$ cat src/rtl/multicycle_controller.sv
// Control FSM for a shared-memory multi-cycle MIPS datapath.
// Outputs decode the current state; IRWrite/PCWrite in FETCH also follow mem_ready.
module multicycle_controller #(
  parameter int              OPW      = 6,
  parameter logic [OPW-1:0]  JR_FUNCT = 6'b001000
) (
  input  logic           clk,
  input  logic           reset_n,
  input  logic [OPW-1:0] Opcode,
  input  logic [OPW-1:0] Funct,
  input  logic           mem_ready,
  output logic           MemRead,
  output logic           MemWrite,
  output logic           IorD,
  output logic           IRWrite,
  output logic           PCWrite,
  output logic           Branch_eq,
  output logic           Branch_ne,
  output logic           RegWrite,
  output logic           RegDest,
  output logic           MemToReg,
  output logic           JAL,
  output logic           ALUSrcA,
  output logic [1:0]     ALUSrcB,
  output logic [1:0]     ALUOp,
  output logic [1:0]     PCSrc,
  output logic [3:0]     state
);

  typedef enum logic [3:0] {
    FETCH  = 4'd0,
    DECODE = 4'd1,
    MEMADR = 4'd2,
    MEMRD  = 4'd3,
    MEMWB  = 4'd4,
    MEMWR  = 4'd5,
    EXEC   = 4'd6,
    ALUWB  = 4'd7,
    BRANCH = 4'd8,
    ADDIEX = 4'd9,
    ADDIWB = 4'd10,
    JALST  = 4'd11,
    JRST   = 4'd12
  } state_t;

  localparam logic [OPW-1:0] OP_RTYPE = OPW'(6'b000000);
  localparam logic [OPW-1:0] OP_LW    = OPW'(6'b100011);
  localparam logic [OPW-1:0] OP_SW    = OPW'(6'b101011);
  localparam logic [OPW-1:0] OP_BEQ   = OPW'(6'b000100);
  localparam logic [OPW-1:0] OP_BNE   = OPW'(6'b000101);
  localparam logic [OPW-1:0] OP_ADDI  = OPW'(6'b001000);
  localparam logic [OPW-1:0] OP_JAL   = OPW'(6'b000011);

  state_t         cur, nxt;
  logic [OPW-1:0] op_q, fn_q;

  assign state = cur;

  always_comb begin
    nxt = cur;
    case (cur)
      FETCH:  if (mem_ready) nxt = DECODE;
      DECODE: begin
        case (Opcode)
          OP_LW, OP_SW:   nxt = MEMADR;
          OP_RTYPE:       nxt = (Funct == JR_FUNCT) ? JRST : EXEC;
          OP_BEQ, OP_BNE: nxt = BRANCH;
          OP_ADDI:        nxt = ADDIEX;
          OP_JAL:         nxt = JALST;
          default:        nxt = FETCH;
        endcase
      end
      MEMADR: nxt = (op_q == OP_SW) ? MEMWR : MEMRD;
      MEMRD:  if (mem_ready) nxt = MEMWB;
      MEMWB:  nxt = FETCH;
      MEMWR:  if (mem_ready) nxt = FETCH;
      EXEC:   nxt = ALUWB;
      ADDIEX: nxt = ADDIWB;
      default: nxt = FETCH;
    endcase
  end

  always_ff @(posedge clk or negedge reset_n) begin
    if (!reset_n) begin
      cur  <= FETCH;
      op_q <= '0;
      fn_q <= '0;
    end else begin
      cur <= nxt;
      if (cur == DECODE) begin
        op_q <= Opcode;
        fn_q <= Funct;
      end
    end
  end

  // Gated by reset_n so strobes drop the moment reset asserts, not at the next edge.
  always_comb begin
    MemRead   = 1'b0;
    MemWrite  = 1'b0;
    IorD      = 1'b0;
    IRWrite   = 1'b0;
    PCWrite   = 1'b0;
    Branch_eq = 1'b0;
    Branch_ne = 1'b0;
    RegWrite  = 1'b0;
    RegDest   = 1'b0;
    MemToReg  = 1'b0;
    JAL       = 1'b0;
    ALUSrcA   = 1'b0;
    ALUSrcB   = '0;
    ALUOp     = '0;
    PCSrc     = '0;
    if (reset_n) begin
      case (cur)
        FETCH: begin
          MemRead = 1'b1;
          ALUSrcB = 2'b01;
          IRWrite = mem_ready;
          PCWrite = mem_ready;
        end
        DECODE: ALUSrcB = 2'b11;
        MEMADR: begin
          ALUSrcA = 1'b1;
          ALUSrcB = 2'b10;
        end
        MEMRD: begin
          MemRead = 1'b1;
          IorD    = 1'b1;
        end
        MEMWB: begin
          RegWrite = 1'b1;
          MemToReg = 1'b1;
        end
        MEMWR: begin
          MemWrite = 1'b1;
          IorD     = 1'b1;
        end
        EXEC: begin
          ALUSrcA = 1'b1;
          ALUOp   = 2'b10;
        end
        ALUWB: begin
          RegWrite = 1'b1;
          RegDest  = 1'b1;
        end
        BRANCH: begin
          ALUSrcA   = 1'b1;
          ALUOp     = 2'b01;
          PCSrc     = 2'b01;
          Branch_eq = (op_q == OP_BEQ);
          Branch_ne = (op_q == OP_BNE);
        end
        ADDIEX: begin
          ALUSrcA = 1'b1;
          ALUSrcB = 2'b10;
        end
        ADDIWB: RegWrite = 1'b1;
        JALST: begin
          PCWrite  = 1'b1;
          PCSrc    = 2'b10;
          RegWrite = 1'b1;
          JAL      = 1'b1;
        end
        JRST: begin
          // Latched funct re-qualifies the jump; JRST is only reachable with a JR funct.
          PCWrite = (fn_q == JR_FUNCT);
          PCSrc   = 2'b11;
        end
        default: ;
      endcase
    end
  end

endmodule

$ cat config.mk
export PLATFORM = sky130hd
export DESIGN_NAME = multicycle_controller
export DESIGN_NICKNAME = d
export VERILOG_FILES = /design/src/rtl/multicycle_controller.sv
export SDC_FILE = /design/constraint.sdc
export NUM_CORES = 1
export LEC_CHECK = 0
export ABC_AREA = 1
export BUFFER_PORTS_ARGS = -buffer_cell sky130_fd_sc_hd__buf_2
export CAP_MARGIN = 20
export CORE_MARGIN = 10
export CORE_UTILIZATION = 50
export DETAILED_ROUTE_END_ITERATION = 8
export HOLD_SLACK_MARGIN = 0.06
export PLACE_DENSITY = 0.83
export SYNTH_ARGS = -nofsm -noshare
export SYNTH_HDL_FRONTEND = slang
export SYNTH_SLANG_ARGS = --single-unit
$ cat constraint.sdc
create_clock -name clk -period 1.5 [get_ports clk]
set_input_delay 0.075 -clock clk [delete_from_list [all_inputs] [get_ports clk]]
set_output_delay 0.075 -clock clk [all_outputs]
set_load 0.03 [all_outputs]
==> results of run 1 <==
## area by class of cell
type                       count  area, um2
clock buffer                   4       26.3
fill                         112        280
inverter                      25       98.8
multi-input combinational    129        762
sequential                    16        405
tap                           28       35.0
timing repair buffer          71        562
## metal layers
metal  GRT usage  part of all wire  wire, um  vias up
li1            -                 -         -      689
met1       0.168              0.40      1700      654
met2       0.275              0.47      1960       96
met3      0.0331             0.099       415       15
met4      0.0846             0.031       129        0
met5           0                 0         0        -
## synthesized netlist by cell type
cell	number
a21oi_1	7
a31oi_1	2
buf_2	1
buf_4	1
buf_6	1
clkbuf_1	1
dfrtp_1	16
inv_1	18
inv_2	7
nand2_1	54
nand2_2	1
nand2_4	1
nand3_1	14
nand4_1	2
nand4_2	1
nor2_1	27
nor2_2	2
nor2_4	5
nor3_1	4
o211ai_1	1
o21ai_0	1
o21ai_1	6
or2_2	1
## registers in the layout, indices dropped and copies added, names as in the netlist
signal,flops
state,4
op_q,6
fn_q,6
## stage by stage
step	instances	util	hold slack, ps	worst slack, ps	total power (W)
detailed placement	239	0.651	57.8	89.6	0.00231
CTS	265	0.791	91.8	-101	0.00282
finish	273	0.871	113	-164	0.00318
global placement	239	0.651	46.2	131	0.00227
floorplan	174	-	-221	-168	0.00198
global route	273	0.871	107	-240	0.00339
## critical path: cells and delay by family (launching register included)
kind                   cells  cell delay [ps]
AOI/OAI and AO/OA          1              140
buffers and inverters      3              310
DFF                        1              480
and+or+nand+nor            2              370
## what timing repair did
item,CTS,global route
setup endpoints to repair,13,17
pin swaps,10,7
hold endpoints to repair,26,0
gates resized for setup,27,37
buffers inserted,11,8
hold buffers,11,0
## cell families (layout without fill, tap and decap cells)
family          count (synthesis)  in the layout  share of synthesized area
compound gates                 17             17                     0.0802
buf+inv                        29            100                      0.108
flops                          16             16                      0.356
simple gates                  112            112                      0.455
## path summary, 6_finish.rpt
| check | end | slack, ps | start | depth (start not counted) |
|---|---|---|---|---|
| min | op_q[1] | 110 | Opcode[1] | 3 |
| min reg2reg | fn_q[2] | 490 | fn_q[2] | 2 |
| max reg2reg | state[2] | -50 | state[2] | 9 |
| min in group asynchronous | state[3] | 260 | reset_n | 3 |
| max in group asynchronous | state[1] | 1030 | reset_n | 3 |
| max | IorD | -160 | state[3] | 6 |
## power by group through the flow
stage | clock, W | sequential (W) | combinational (W)
after global placement | 0 | 0.000840 | 0.00143
after CTS | 0.000232 | 0.000838 | 0.00175
after floorplan | 0 | 0.000861 | 0.00112
after global routing | 0.000265 | 0.000894 | 0.00224
after detailed placement | 0 | 0.000852 | 0.00146
final | 0.000230 | 0.000869 | 0.00208
==> metrics.yaml, run 1 <==
synthesis:
  syn-mean-instance-area_um2: 6.46
  netlist_area_mm2: 0.00112
  synth.yosys.seq_area_share: 0.356
  synthesis.instances: 174
  syn-num-nets: 189
  synthTopCellsByArea: "dfrtp_1 (36%), nand2_1 (18%), nor2_1 (9.0%), nand3_1 (6.2%), inv_1 (6.0%)"
  ys_seq_elements: 16
  synthDominantAreaCellType: "dfrtp_1"
  synth_top_cell_area_share: 0.356
  synthDistinctLibCells: 23
  synth_warnings: 0
hold_path:
  worst_hold_path_type: "input port to register"
clock_tree:
  worst_setup_hold_path_clk_slew_ps: 100
  clock-root-buffer: "clkbuf_4"
  max-clock-path-buffers: 2
  cts_buffers: 3
  tritoncts: "built"
  cts.sinks: 16
  cts_htree_levels: 1
  worst_skew_pair.late_latency_ps: 290
setup_path:
  cp_slowest_stage_delay_ps: 480
  timing.critical_path.required_ps: 1420
  timing.setup.critical_path_class: "register to output pin"
  crit_path_top_delay_cell: "dfrtp_2"
  cp_cell_sequence: "nor2_4 > inv_2 > nor2_4 > inv_2 > a21oi_2 > buf_6"
  critPathCaptureType: "output pin"
  worst_setup_path_start_kind: "register"
  cp_max_fo: 6
  worstPathArrival_ps: 1590
place:
  place_congestion: 0.890
  place.port_buffers: 36
  dp_hpwl_mm: 2.51
  placed_area_mm2: 0.00141
power_and_ir_drop:
  p_int_w: 0.00153
  switching_share: 0.517
  share_clk_of_total_power: 0.072
  reported_leakage_power_nw: 0.981
  sequentialPowerShare: 0.274
  combPwrFrac: 0.654
  power.switching_w: 0.00164
  peakVddDrop_mv: 1.13
  power_density_normalized_to_cell_area_mw_per_mm2: 1680
timing:
  headroom_to_the_max_slew_limit: 0.829
  setup_tns_ps: -1330
  finalCritPeriodShare: 1.11
  timing.final.ws_setup_ps: -164
  final.setup_skew_ps: 16.0
  grt_setup_unrepaired: "true"
  setup_viol: 16
  final-hold-violation-count: 0
  fmax_mhz: 601
  time_the_worst_path_needs_with_i_o_delays_and_setup_ps: 1660
  worst_slew_pin_slew_ps: 255
  max_slew_violation_total_from_the_final_report: 0
drt:
  drc: 0
  postRouteWirelength_mm: 4.20
  dr.first_iter.drc_count: 93
  final_antenna_net_count: 0
  routed_len_inst_um: 15.4
  via_count: 1454
  firstDrtPassIters: 4
  route.detailed.vias_per_inst: 5.33
floorplanning:
  die-width_um: 67.4
  ioPinCount: 37
  core-area_mm2: 0.00217
  die_h_um: 67.4
  initial_core_util: 0.518
  fp.dieArea_mm2: 0.00454
  rows: 17
grt:
  grt_start_max_net_pins: 18
  grt_antenna_before_repair: 0
  grt_pass1_wl_mm: 5.69
  first_global_vias: 1305
  grt_remaining_overflow: 0
  gr-usage-all-layers: 0.155
layout:
  insertedDiodeCount: 0
  final_layout_size_suffix_gt1_frac: 0.445
  finalNetCount: 261
  finalInstanceArea_mm2: 0.00189
  layout-area-overhead-vs-synth_pct: 68.2
  layout_common_cells: "nand2_1 (48), buf_4 (27), nor2_1 (24)"
  mostFrequentLayoutCell: "nand2_1"
status:
  failed_checks: "negative setup slack"
  outcome: "finished, violations left"
flow_run:
  cap_viol_max_count: 0
No activity file was read; power rests on OpenSTA's default activity.
==> run 2, diff against run 1 <==
--- a/config.mk
+++ b/config.mk
@@ -8,7 +8,7 @@
 export ABC_AREA = 1
 export BUFFER_PORTS_ARGS = -buffer_cell sky130_fd_sc_hd__buf_2
 export CAP_MARGIN = 20
-export CORE_MARGIN = 10
+export CORE_MARGIN = 1.5
 export CORE_UTILIZATION = 50
 export DETAILED_ROUTE_END_ITERATION = 8
 export HOLD_SLACK_MARGIN = 0.06
==> metrics.yaml, run 2 (synthesis gave the netlist of run 1 again) <==
timing:
  worst_slew_pin_slew_ps: 258  # +2.33 ps
  finalCritPeriodShare: 1.11  # +0.00471
  time_the_worst_path_needs_with_i_o_delays_and_setup_ps: 1670  # +7.06 ps
  setup_viol: 15  # -1
  fmax_mhz: 599  # -0.42%
  setup_tns_ps: -1470  # -135 ps
  hold_ws_ps: 78.1  # -35.4 ps
  final-hold-violation-count: 0  # unchanged
  timing.final.ws_setup_ps: -171  # -7.06 ps
  grt_setup_unrepaired: "true"
  final.setup_skew_ps: 13.3  # -2.67 ps
  headroom_to_the_max_slew_limit: 0.828  # -0.00141
  max_slew_violation_total_from_the_final_report: 0  # unchanged
floorplanning:
  die_h_um: 50.4  # -25%
  ioPinCount: 37  # unchanged
  fp.dieArea_mm2: 0.00254  # -44%
  rows: 16  # -1
  die-width_um: 50.4  # -25%
  core-area_mm2: 0.00204  # -5.9%
  initial_core_util: 0.550  # +0.0324
place:
  place_congestion: 0.839  # -5.8%
  place.port_buffers: 36  # unchanged
  dp_hpwl_mm: 2.15  # -14%
drt:
  route.detailed.vias_per_inst: 5.42  # +1.8%
  postRouteWirelength_mm: 3.78  # -10%
  dr.first_iter.drc_count: 60  # -35%
  final_antenna_net_count: 0  # unchanged
  routed_len_inst_um: 14.0  # -8.7%
  drc: 0  # unchanged
  firstDrtPassIters: 4  # unchanged
  via_count: 1458  # +0.28%
grt:
  gr-usage-all-layers: 0.261  # +0.106
  grt_antenna_before_repair: 0  # unchanged
  grt_pass1_wl_mm: 5.18  # -9.0%
  grt_remaining_overflow: 0  # unchanged
  first_global_vias: 1279  # -2.0%
  grt_start_max_net_pins: 18  # unchanged
clock_tree:
  worst_skew_pair.late_latency_ps: 290  # about the same
  tritoncts: "built"
  max-clock-path-buffers: 2  # unchanged
  cts_buffers: 3  # unchanged
  cts_htree_levels: 1  # unchanged
  cts.sinks: 16  # unchanged
  clock-root-buffer: "clkbuf_4"
  worst_setup_hold_path_clk_slew_ps: 90  # about the same
layout:
  finalNetCount: 258  # -1.1%
  final_layout_size_suffix_gt1_frac: 0.405  # -0.0399
  mostFrequentLayoutCell: "nand2_1"
  layout_common_cells: "nand2_1 (50), buf_4 (27), nor2_1 (26)"
  layout-area-overhead-vs-synth_pct: 60.4
  insertedDiodeCount: 0  # unchanged
setup_path:
  critPathCaptureType: "output pin"
  worst_setup_path_start_kind: "register"
  timing.critical_path.required_ps: 1420  # about the same
  worstPathArrival_ps: 1600  # about the same
  cp_max_fo: 4  # -2
  timing.setup.critical_path_class: "register to output pin"
flow_run:
  cap_viol_max_count: 0  # unchanged
power_and_ir_drop:
  power_density_normalized_to_cell_area_mw_per_mm2: 1730  # +3.2%
  design_power_total_w: 0.00312  # -1.6%
  peakVddDrop_mv: 1.16  # +3.2%
  reported_leakage_power_nw: 0.931  # -5.1%
status:
  outcome: "finished, violations left"
  failed_checks: "negative setup slack"
hold_path:
  worst_hold_path_type: "input port to register"
## run 2: routing by layer
metal	track usage	up-vias	share of wire
met5	0	-	0
met4	0.108	0	0.042
met3	0.0149	17	0.052
met2	0.474	76	0.50
met1	0.319	684	0.40
li1	-	681	-
## run 2: final timing paths
check	from	to	slack (ps)	cells after the start
worst max register to register	state[2]	state[0]	-30	10
worst min-delay path	Opcode[1]	op_q[1]	80	3
min in group asynchronous	reset_n	fn_q[2]	270	3
worst min register to register	fn_q[2]	fn_q[2]	510	2
max in group asynchronous	reset_n	state[0]	1020	3
worst max-delay path	state[3]	ALUSrcA	-170	8
## run 2: power by group
part,total (W),switching (W),internal (W)
clock,0.000227,0.000123,0.000103
sequential,0.000860,0.000218,0.000642
combinational,0.00204,0.00123,0.000807
total,0.00312,0.00157,0.00155
## run 2: cell type report
cell class	instances	area [um2]
inverters	25	93.8
repair buffers	68	537
fillers	112	240
multi-input cells	129	706
clock buffers	4	26.3
well taps	27	33.8
flip-flops and latches	16	405
## run 2: per-stage QoR
stage	cell area [um2]	cells	util	setup slack, ps
floorplan	1190	174	-	-168
global placement	1410	238	0.691	137
detailed placement	1410	238	0.691	95.5
CTS	1680	261	0.822	-97.0
global route	1800	269	0.882	-241
finish	1800	269	0.882	-171
## run 2: what timing repair did
item	in CTS	in global routing
pin swaps	10	10
hold endpoints to repair	26	0
resized for setup	24	20
setup buffers	8	8
hold buffers	11	0
setup endpoints to repair	13	17
## run 2: critical path, stage by stage, from the launching register on
cell and delay (ps):
dfrtp_2 460, inv_2 80, nor2_4 130, buf_6 130
nand2_2 90, nand2_2 90, a21oi_2 40, a21oi_2 130
buf_6 150
